`config.mk`:
```
export PLATFORM = sky130hd
export DESIGN_NAME = hdr_route_stage
export DESIGN_NICKNAME = d
export VERILOG_FILES = /design/src/rtl/hdr_route_stage.sv
export SDC_FILE = /design/constraint.sdc
export NUM_CORES = 1
export LEC_CHECK = 0
export ABC_AREA = 1
export BUFFER_PORTS_ARGS = -buffer_cell sky130_fd_sc_hd__clkbuf_2
export CAP_MARGIN = 25
export CORE_UTILIZATION = 45
export CTS_BUF_LIST = sky130_fd_sc_hd__clkbuf_8
export CTS_CLUSTER_SIZE = 14
export DETAILED_ROUTE_END_ITERATION = 10
export MAX_ROUTING_LAYER = met4
export PLACE_DENSITY = 0.68
export SYNTH_ARGS = -nofsm -noshare
export SYNTH_HDL_FRONTEND = slang
export SYNTH_SLANG_ARGS = --single-unit
```
`constraint.sdc`:
```
create_clock -name clk -period 10.6 [get_ports clk]
set_clock_uncertainty 0.15 [all_clocks]
set_input_delay 3.18 -clock clk [delete_from_list [all_inputs] [get_ports clk]]
set_output_delay 3.18 -clock clk [all_outputs]
set_load 0.01 [all_outputs]
```
`src/rtl/hdr_route_stage.sv`:
```
// hdr_route_stage: next-hop route compute for one mesh router.
// Reads the target row/column and routing mode from each header, picks the
// output port, rewrites the next-jump byte with the neighbour's coordinates,
// and forwards legal packets through a 2-entry in-order output FIFO.
// Packets that target a coordinate outside the mesh are consumed and counted
// as errors.

module hdr_route_stage #(
  parameter int PCK_SZ  = 40,
  parameter int ROW     = 2,
  parameter int COLUMN  = 2,
  parameter int ROWS    = 4,
  parameter int COLUMNS = 4
) (
  input  logic              clk,
  input  logic              reset,
  input  logic              in_valid,
  input  logic [PCK_SZ-1:0] in_data,
  output logic              in_ready,
  output logic              out_valid,
  output logic [PCK_SZ-1:0] out_data,
  output logic [2:0]        out_port,
  input  logic              out_ready,
  output logic [15:0]       pkt_cnt,
  output logic [7:0]        err_cnt
);

  // Output port encoding seen by the crossbar/arbiter.
  localparam logic [2:0] PORT_N     = 3'd0;
  localparam logic [2:0] PORT_S     = 3'd1;
  localparam logic [2:0] PORT_W     = 3'd2;
  localparam logic [2:0] PORT_E     = 3'd3;
  localparam logic [2:0] PORT_LOCAL = 3'd4;

  // Coordinates as 4-bit header-field values.
  localparam logic [3:0] ROW_C     = 4'(ROW);
  localparam logic [3:0] COLUMN_C  = 4'(COLUMN);
  localparam logic [3:0] ROWS_C    = 4'(ROWS);
  localparam logic [3:0] COLUMNS_C = 4'(COLUMNS);

  // ---------------------------------------------------------------------------
  // Header parse
  // ---------------------------------------------------------------------------
  logic [3:0] trgt_r;
  logic [3:0] trgt_c;
  logic       mode;
  logic       legal;

  assign trgt_r = in_data[PCK_SZ-9 -: 4];
  assign trgt_c = in_data[PCK_SZ-13 -: 4];
  assign mode   = in_data[PCK_SZ-17];

  assign legal = (trgt_r >= 4'd1) && (trgt_r <= ROWS_C) &&
                 (trgt_c >= 4'd1) && (trgt_c <= COLUMNS_C);

  // ---------------------------------------------------------------------------
  // Route selection
  // ---------------------------------------------------------------------------
  logic              row_move;
  logic              col_move;
  logic              use_row_axis;
  logic [2:0]        rt_port;
  logic [3:0]        nxt_r;
  logic [3:0]        nxt_c;
  logic [PCK_SZ-1:0] routed_data;

  assign row_move = (trgt_r != ROW_C);
  assign col_move = (trgt_c != COLUMN_C);
  // Row-first resolves the row axis whenever it still differs; column-first
  // only falls back to the row axis once the column already matches.
  assign use_row_axis = mode ? row_move : !col_move;

  // Pick the output port and the neighbour coordinates for the chosen axis.
  always_comb begin
    rt_port = PORT_LOCAL;
    nxt_r   = ROW_C;
    nxt_c   = COLUMN_C;
    if (!row_move && !col_move) begin
      rt_port = PORT_LOCAL;
    end else if (use_row_axis) begin
      if (trgt_r < ROW_C) begin
        rt_port = PORT_N;
        nxt_r   = ROW_C - 4'd1;
      end else begin
        rt_port = PORT_S;
        nxt_r   = ROW_C + 4'd1;
      end
    end else begin
      if (trgt_c < COLUMN_C) begin
        rt_port = PORT_W;
        nxt_c   = COLUMN_C - 4'd1;
      end else begin
        rt_port = PORT_E;
        nxt_c   = COLUMN_C + 4'd1;
      end
    end
  end

  // Only the next-jump byte changes; every other header/payload bit passes.
  assign routed_data = {nxt_r, nxt_c, in_data[PCK_SZ-9:0]};

  // ---------------------------------------------------------------------------
  // Handshake qualifiers
  // ---------------------------------------------------------------------------
  logic [1:0] count_q, count_d;
  logic       in_ready_q, in_ready_d;
  logic       out_valid_q, out_valid_d;
  logic       accept;
  logic       push;
  logic       drop;
  logic       pop;

  assign accept = in_valid && in_ready_q;
  assign push   = accept && legal;
  assign drop   = accept && !legal;
  assign pop    = out_valid_q && out_ready;

  // ---------------------------------------------------------------------------
  // Two-entry FIFO: head drives the outputs directly, tail holds the second
  // packet. On pop with two entries the tail slides into the head.
  // ---------------------------------------------------------------------------
  logic [PCK_SZ-1:0] head_data_q, head_data_d;
  logic [2:0]        head_port_q, head_port_d;
  logic [PCK_SZ-1:0] tail_data_q, tail_data_d;
  logic [2:0]        tail_port_q, tail_port_d;

  // FIFO next-state: head/tail contents and occupancy.
  always_comb begin
    head_data_d = head_data_q;
    head_port_d = head_port_q;
    tail_data_d = tail_data_q;
    tail_port_d = tail_port_q;
    count_d     = count_q;
    unique case ({push, pop})
      2'b10: begin
        if (count_q == 2'd0) begin
          head_data_d = routed_data;
          head_port_d = rt_port;
          count_d     = 2'd1;
        end else begin
          tail_data_d = routed_data;
          tail_port_d = rt_port;
          count_d     = 2'd2;
        end
      end
      2'b01: begin
        if (count_q == 2'd2) begin
          head_data_d = tail_data_q;
          head_port_d = tail_port_q;
          count_d     = 2'd1;
        end else begin
          // Head contents are left in place so the outputs keep their
          // last values while the FIFO is empty.
          count_d = 2'd0;
        end
      end
      2'b11: begin
        // Push is only possible with count 1 here (count 2 blocks input),
        // so the new packet replaces the departing head directly.
        head_data_d = routed_data;
        head_port_d = rt_port;
        count_d     = 2'd1;
      end
      default: begin
        count_d = count_q;
      end
    endcase
  end

  // Flow-control flags are registered from the next occupancy so that
  // out_ready never reaches in_ready combinationally.
  always_comb begin
    in_ready_d  = (count_d != 2'd2);
    out_valid_d = (count_d != 2'd0);
  end

  // ---------------------------------------------------------------------------
  // Counters
  // ---------------------------------------------------------------------------
  logic [15:0] pkt_cnt_q, pkt_cnt_d;
  logic [7:0]  err_cnt_q, err_cnt_d;

  // Forwarded count wraps; error count sticks at all-ones.
  always_comb begin
    pkt_cnt_d = pkt_cnt_q;
    err_cnt_d = err_cnt_q;
    if (push) begin
      pkt_cnt_d = pkt_cnt_q + 16'd1;
    end
    if (drop && (err_cnt_q != 8'hFF)) begin
      err_cnt_d = err_cnt_q + 8'd1;
    end
  end

  // State registers; reset discards everything held in the FIFO.
  always_ff @(posedge clk or posedge reset) begin
    if (reset) begin
      head_data_q <= '0;
      head_port_q <= '0;
      tail_data_q <= '0;
      tail_port_q <= '0;
      count_q     <= 2'd0;
      in_ready_q  <= 1'b0;
      out_valid_q <= 1'b0;
      pkt_cnt_q   <= 16'd0;
      err_cnt_q   <= 8'd0;
    end else begin
      head_data_q <= head_data_d;
      head_port_q <= head_port_d;
      tail_data_q <= tail_data_d;
      tail_port_q <= tail_port_d;
      count_q     <= count_d;
      in_ready_q  <= in_ready_d;
      out_valid_q <= out_valid_d;
      pkt_cnt_q   <= pkt_cnt_d;
      err_cnt_q   <= err_cnt_d;
    end
  end

  assign in_ready  = in_ready_q;
  assign out_valid = out_valid_q;
  assign out_data  = head_data_q;
  assign out_port  = head_port_q;
  assign pkt_cnt   = pkt_cnt_q;
  assign err_cnt   = err_cnt_q;

endmodule

```
==> results list <==
* Most used flip-flop cell after synthesis: sky130_fd_sc_hd__dfrtp_1
- Flip-flop and latch count after synthesis: 104
- Entering global routing, the biggest net connects 67 pins.
- Dividing the detail-routed via count by the number of cells gives 4.85.
* Worst Setup Start Kind: input port
- Number of antenna-violating nets in the routed design: 0
- IR analysis of the VDD net gives a maximum drop of 0.110 mV.
- Simple-gate area share of the yosys netlist: between 30% and 40%
* Leading post-synthesis cells by cell area: sky130_fd_sc_hd__dfrtp_1, sky130_fd_sc_hd__nand2_1, sky130_fd_sc_hd__nand3_1
- Total power for the finished layout comes to 1.31 mW.
* Number of DRC violations after detailed-routing iteration 0: 205
- The worst setup path is of the in2reg kind.
- Detailed placement finished with a half-perimeter wire length of 7260 um.
- Yosys printed 0 warnings.
- After clock tree synthesis, the clock-pin slew on the worst setup and hold paths is 0.10 ns.
- In this run the register-to-register setup slack is 8.05 ns.
- Clock latency reported for the late side of the worst-skew pair: ~0.38 ns
- Multiplexer share of the synthesized area: 0%
* Fraction of synthesized cell area in xor and xnor cells: 3.33%
* Most repeated cell in the gate-level netlist after synthesis: sky130_fd_sc_hd__nand2_1
- Once the clock tree was built, the resizer swapped 0 gates to a different size.
* Final TNS setup: 0 ns
* Terminus of the critical flop-to-flop path: out_data[5]
- Required time of the critical path: 10.77 ns
* Leakage power of the design: 3.28 nW
- Summing all placed instances gives a cell area of between 5000 and 6000 um2.
- The congestion estimate from routability-driven global placement came to between 0.8 and 0.9.
- In this run the worst path has a maximum fanout of 40.
- For hold timing, the worst endpoint is tail_port_q[2].
* Share of cells above drive strength 1: 17.8%
- Measured along the x axis, the die boundary spans 107 um.
- The number of antenna diodes in the final layout is 0.
- After synthesis, the largest family of logic cells by area is simple AND/OR/NAND/NOR gates.
- Global routing finished with a remaining overflow of 0.
* Core box area: 10800 um2
- The number of antenna violations at the first check in global routing was 0.
- Summing the sequential cell areas from Yosys gives 52.0% of the chip area.
- After synthesis the cells add up to 5000 um2.
- Setup violations remaining at the end of the flow were counted as 0.
* Max Clock Freq: 196 MHz
* Hold violation count in the final report: 0
- Area overhead of the layout relative to synthesis: 14.4%
- Global-route wire length before repair: 19000 um
- Drt wl/cell: roughly 13 um
- RSZ-0062 raised after global routing: false
- Ports placed on the boundary: 113
- In the synthesized netlist, the cells that appear most often are sky130_fd_sc_hd__nand2_1, sky130_fd_sc_hd__dfrtp_1, sky130_fd_sc_hd__nand3_1, sky130_fd_sc_hd__inv_1, sky130_fd_sc_hd__nor2_1.
- In the synthesized netlist the async set-or-reset flop fraction comes to 100%.
- The initial utilization of the core area, before any placement, comes to a little under half.
- Max-slew headroom: 44.3%
* Min-delay worst type: reg2reg
- Pre-Repair DR Iteration Count: 4
* Avg Synthesized Cell Area: approximately 7.7 um2
* Number of cell rows: 38
- Number of buffers created by CTS: 9
- Cell taking the most area after synthesis: sky130_fd_sc_hd__dfrtp_1
- The top cell type by area accounts for 52.0% of the synthesized area.
- For the worst flop-to-flop path, the logic depth is 5.
- Final period demand of the worst path: 5.10 ns
- The floorplan step set the die height to 107 um.
* Nets: approximately 780
* Number of design rule violations left after detail routing: 0
- The detailed router placed between 4000 and 5000 vias in this run.
- Power density normalized to cell area: 228 nW/um2
- The clock passes through at most 2 buffers.
- The synthesized design contains 0 enable-type register cells.
- Clock tree from TritonCTS: done
- The die covers 11500 um2.
- Launch point of the worst hold path: tail_port_q[2]
- Number of different library cells in the post-synthesis netlist: 27
* Hold-fix buffer count after cts: 0
- The tree is rooted in a sky130_fd_sc_hd__clkbuf_8.
- The worst setup path is captured at a flip-flop.
- Post-CTS Repair Setup Buffers: 0
- The flow ran to the end, and the final reports show no timing, DRC or antenna violations.
- In this run the number of H-tree levels came out at 3.
* Critical path data arrival time: 5.27 ns
* Cell count after synthesis: 647
- Number of instances on the worst hold path: 2
* Number of port buffers: 100
* Total Wirelength: 11200 um
- GR Util All Layers: 21.6%
- The synthesized netlist devotes 2.10% of its cell area to compound gates.
- Count of clock tree sinks: 104
- The synthesized netlist devotes less than 1% of its cell area to adder and majority cells.
- Share of the cycle needed by the critical path after routing: 48.1%
- Post-route cell area: 5720 um2
- Worst r2r src: count_q[0]
- Number of max-cap violations: 0
* Slew at the pin closest to its max-slew limit: about 0.84 ns
* Final number of max-transition violations: 0
* Number of global-route vias before repair: 4185
-- state kept, by name, summed over array words and instances, names as in the netlist --
register	cells
count_q	2
err_cnt	8
in_ready	1
out_data	35
out_port	3
out_valid	1
pkt_cnt	16
tail_data_q	35
tail_port_q	3
-- cell type report --
cell class	count	area, um2
fillers	1097	5120
flip-flops and latches	104	2600
multi-input cells	481	2060
repair buffers	104	531
well taps	140	175
clock buffers	10	138
inverters	33	126
clock inverters	6	90.1
-- worst max path at each step --
stage                      startpoint           end  slack (ns)  depth (start not counted)
after floorplan                 reset    count_q[0]        4.54                          1
after global placement    in_data[25]   out_data[5]        5.10                         10
after detailed placement  in_data[25]  out_data[26]        5.05                         10
after CTS                 in_data[25]  out_data[26]        5.44                         10
after global routing      in_data[25]   out_port[1]        5.23                         10
final                     in_data[25]   out_data[5]        5.50                         10
-- per-stage QoR --
step                      instances  utilization, %  hold WS (ns)  worst slack (ns)
after global routing            878            52.8         0.341              5.23
after floorplan                 650               -         0.287              4.54
after detailed placement        862            50.7         0.306              5.05
after CTS                       878            52.8         0.332              5.44
after global placement          862            50.7         0.304              5.10
final                           878            52.8         0.332              5.50
-- cell usage in the layout, fill, tap and decap left out --
master	instances
sky130_fd_sc_hd__conb_1	4
sky130_fd_sc_hd__nor3_1	8
sky130_fd_sc_hd__inv_1	30
sky130_fd_sc_hd__a21oi_2	1
sky130_fd_sc_hd__o22ai_1	1
sky130_fd_sc_hd__nand3b_1	1
sky130_fd_sc_hd__nand2_2	1
sky130_fd_sc_hd__clkinv_2	1
sky130_fd_sc_hd__buf_4	4
sky130_fd_sc_hd__nor2_1	19
sky130_fd_sc_hd__nand2_1	349
sky130_fd_sc_hd__o21ai_1	8
sky130_fd_sc_hd__clkinvlp_4	1
sky130_fd_sc_hd__dfrtp_1	104
sky130_fd_sc_hd__a21oi_1	1
sky130_fd_sc_hd__nor2_2	4
sky130_fd_sc_hd__clkbuf_8	10
sky130_fd_sc_hd__inv_6	2
sky130_fd_sc_hd__xor2_1	11
sky130_fd_sc_hd__inv_4	1
sky130_fd_sc_hd__nand3_1	46
sky130_fd_sc_hd__bufinv_16	2
sky130_fd_sc_hd__xnor2_1	8
sky130_fd_sc_hd__ha_1	2
sky130_fd_sc_hd__clkbuf_2	100
sky130_fd_sc_hd__nand4_1	6
sky130_fd_sc_hd__nand3_2	1
sky130_fd_sc_hd__inv_2	2
sky130_fd_sc_hd__o21ai_0	9
sky130_fd_sc_hd__nand2_4	1
-- kinds of logic after synthesis --
family,Yosys count
AOI/OAI and AO/OA,20
xor gates and xnor gates,19
adders and majority gates,2
buffers and inverters,65
DFF,104
other,1
and+or+nand+nor,436
-- report_power, final --
part	switching [mW]	total, mW	internal [mW]
Sequential	0.0881	0.623	0.535
Clock	0.145	0.286	0.141
Combinational	0.244	0.399	0.155
Total	0.477	1.31	0.830
-- routing by layer --
layer	share of wire, %	up-vias	track usage (%)	wire (um)
met5	0	-	-	0
met4	1.6	0	8.81	179
met3	4.3	14	3.27	484
met2	48	97	36.9	5380
met1	46	1994	25.7	5120
li1	-	2150	-	-
-- worst max-delay path: stages --
cell	delay, ns
sky130_fd_sc_hd__clkbuf_2	0.15
sky130_fd_sc_hd__o21ai_1	0.17
sky130_fd_sc_hd__nand2_1	0.08
sky130_fd_sc_hd__nor2_2	0.11
sky130_fd_sc_hd__nand3_2	0.08
sky130_fd_sc_hd__nand2_1	0.10
sky130_fd_sc_hd__nand2_2	0.47
sky130_fd_sc_hd__inv_2	0.72
sky130_fd_sc_hd__nand2_1	0.12
sky130_fd_sc_hd__nand2_1	0.08
No activity file was read; power rests on OpenSTA's default activity.
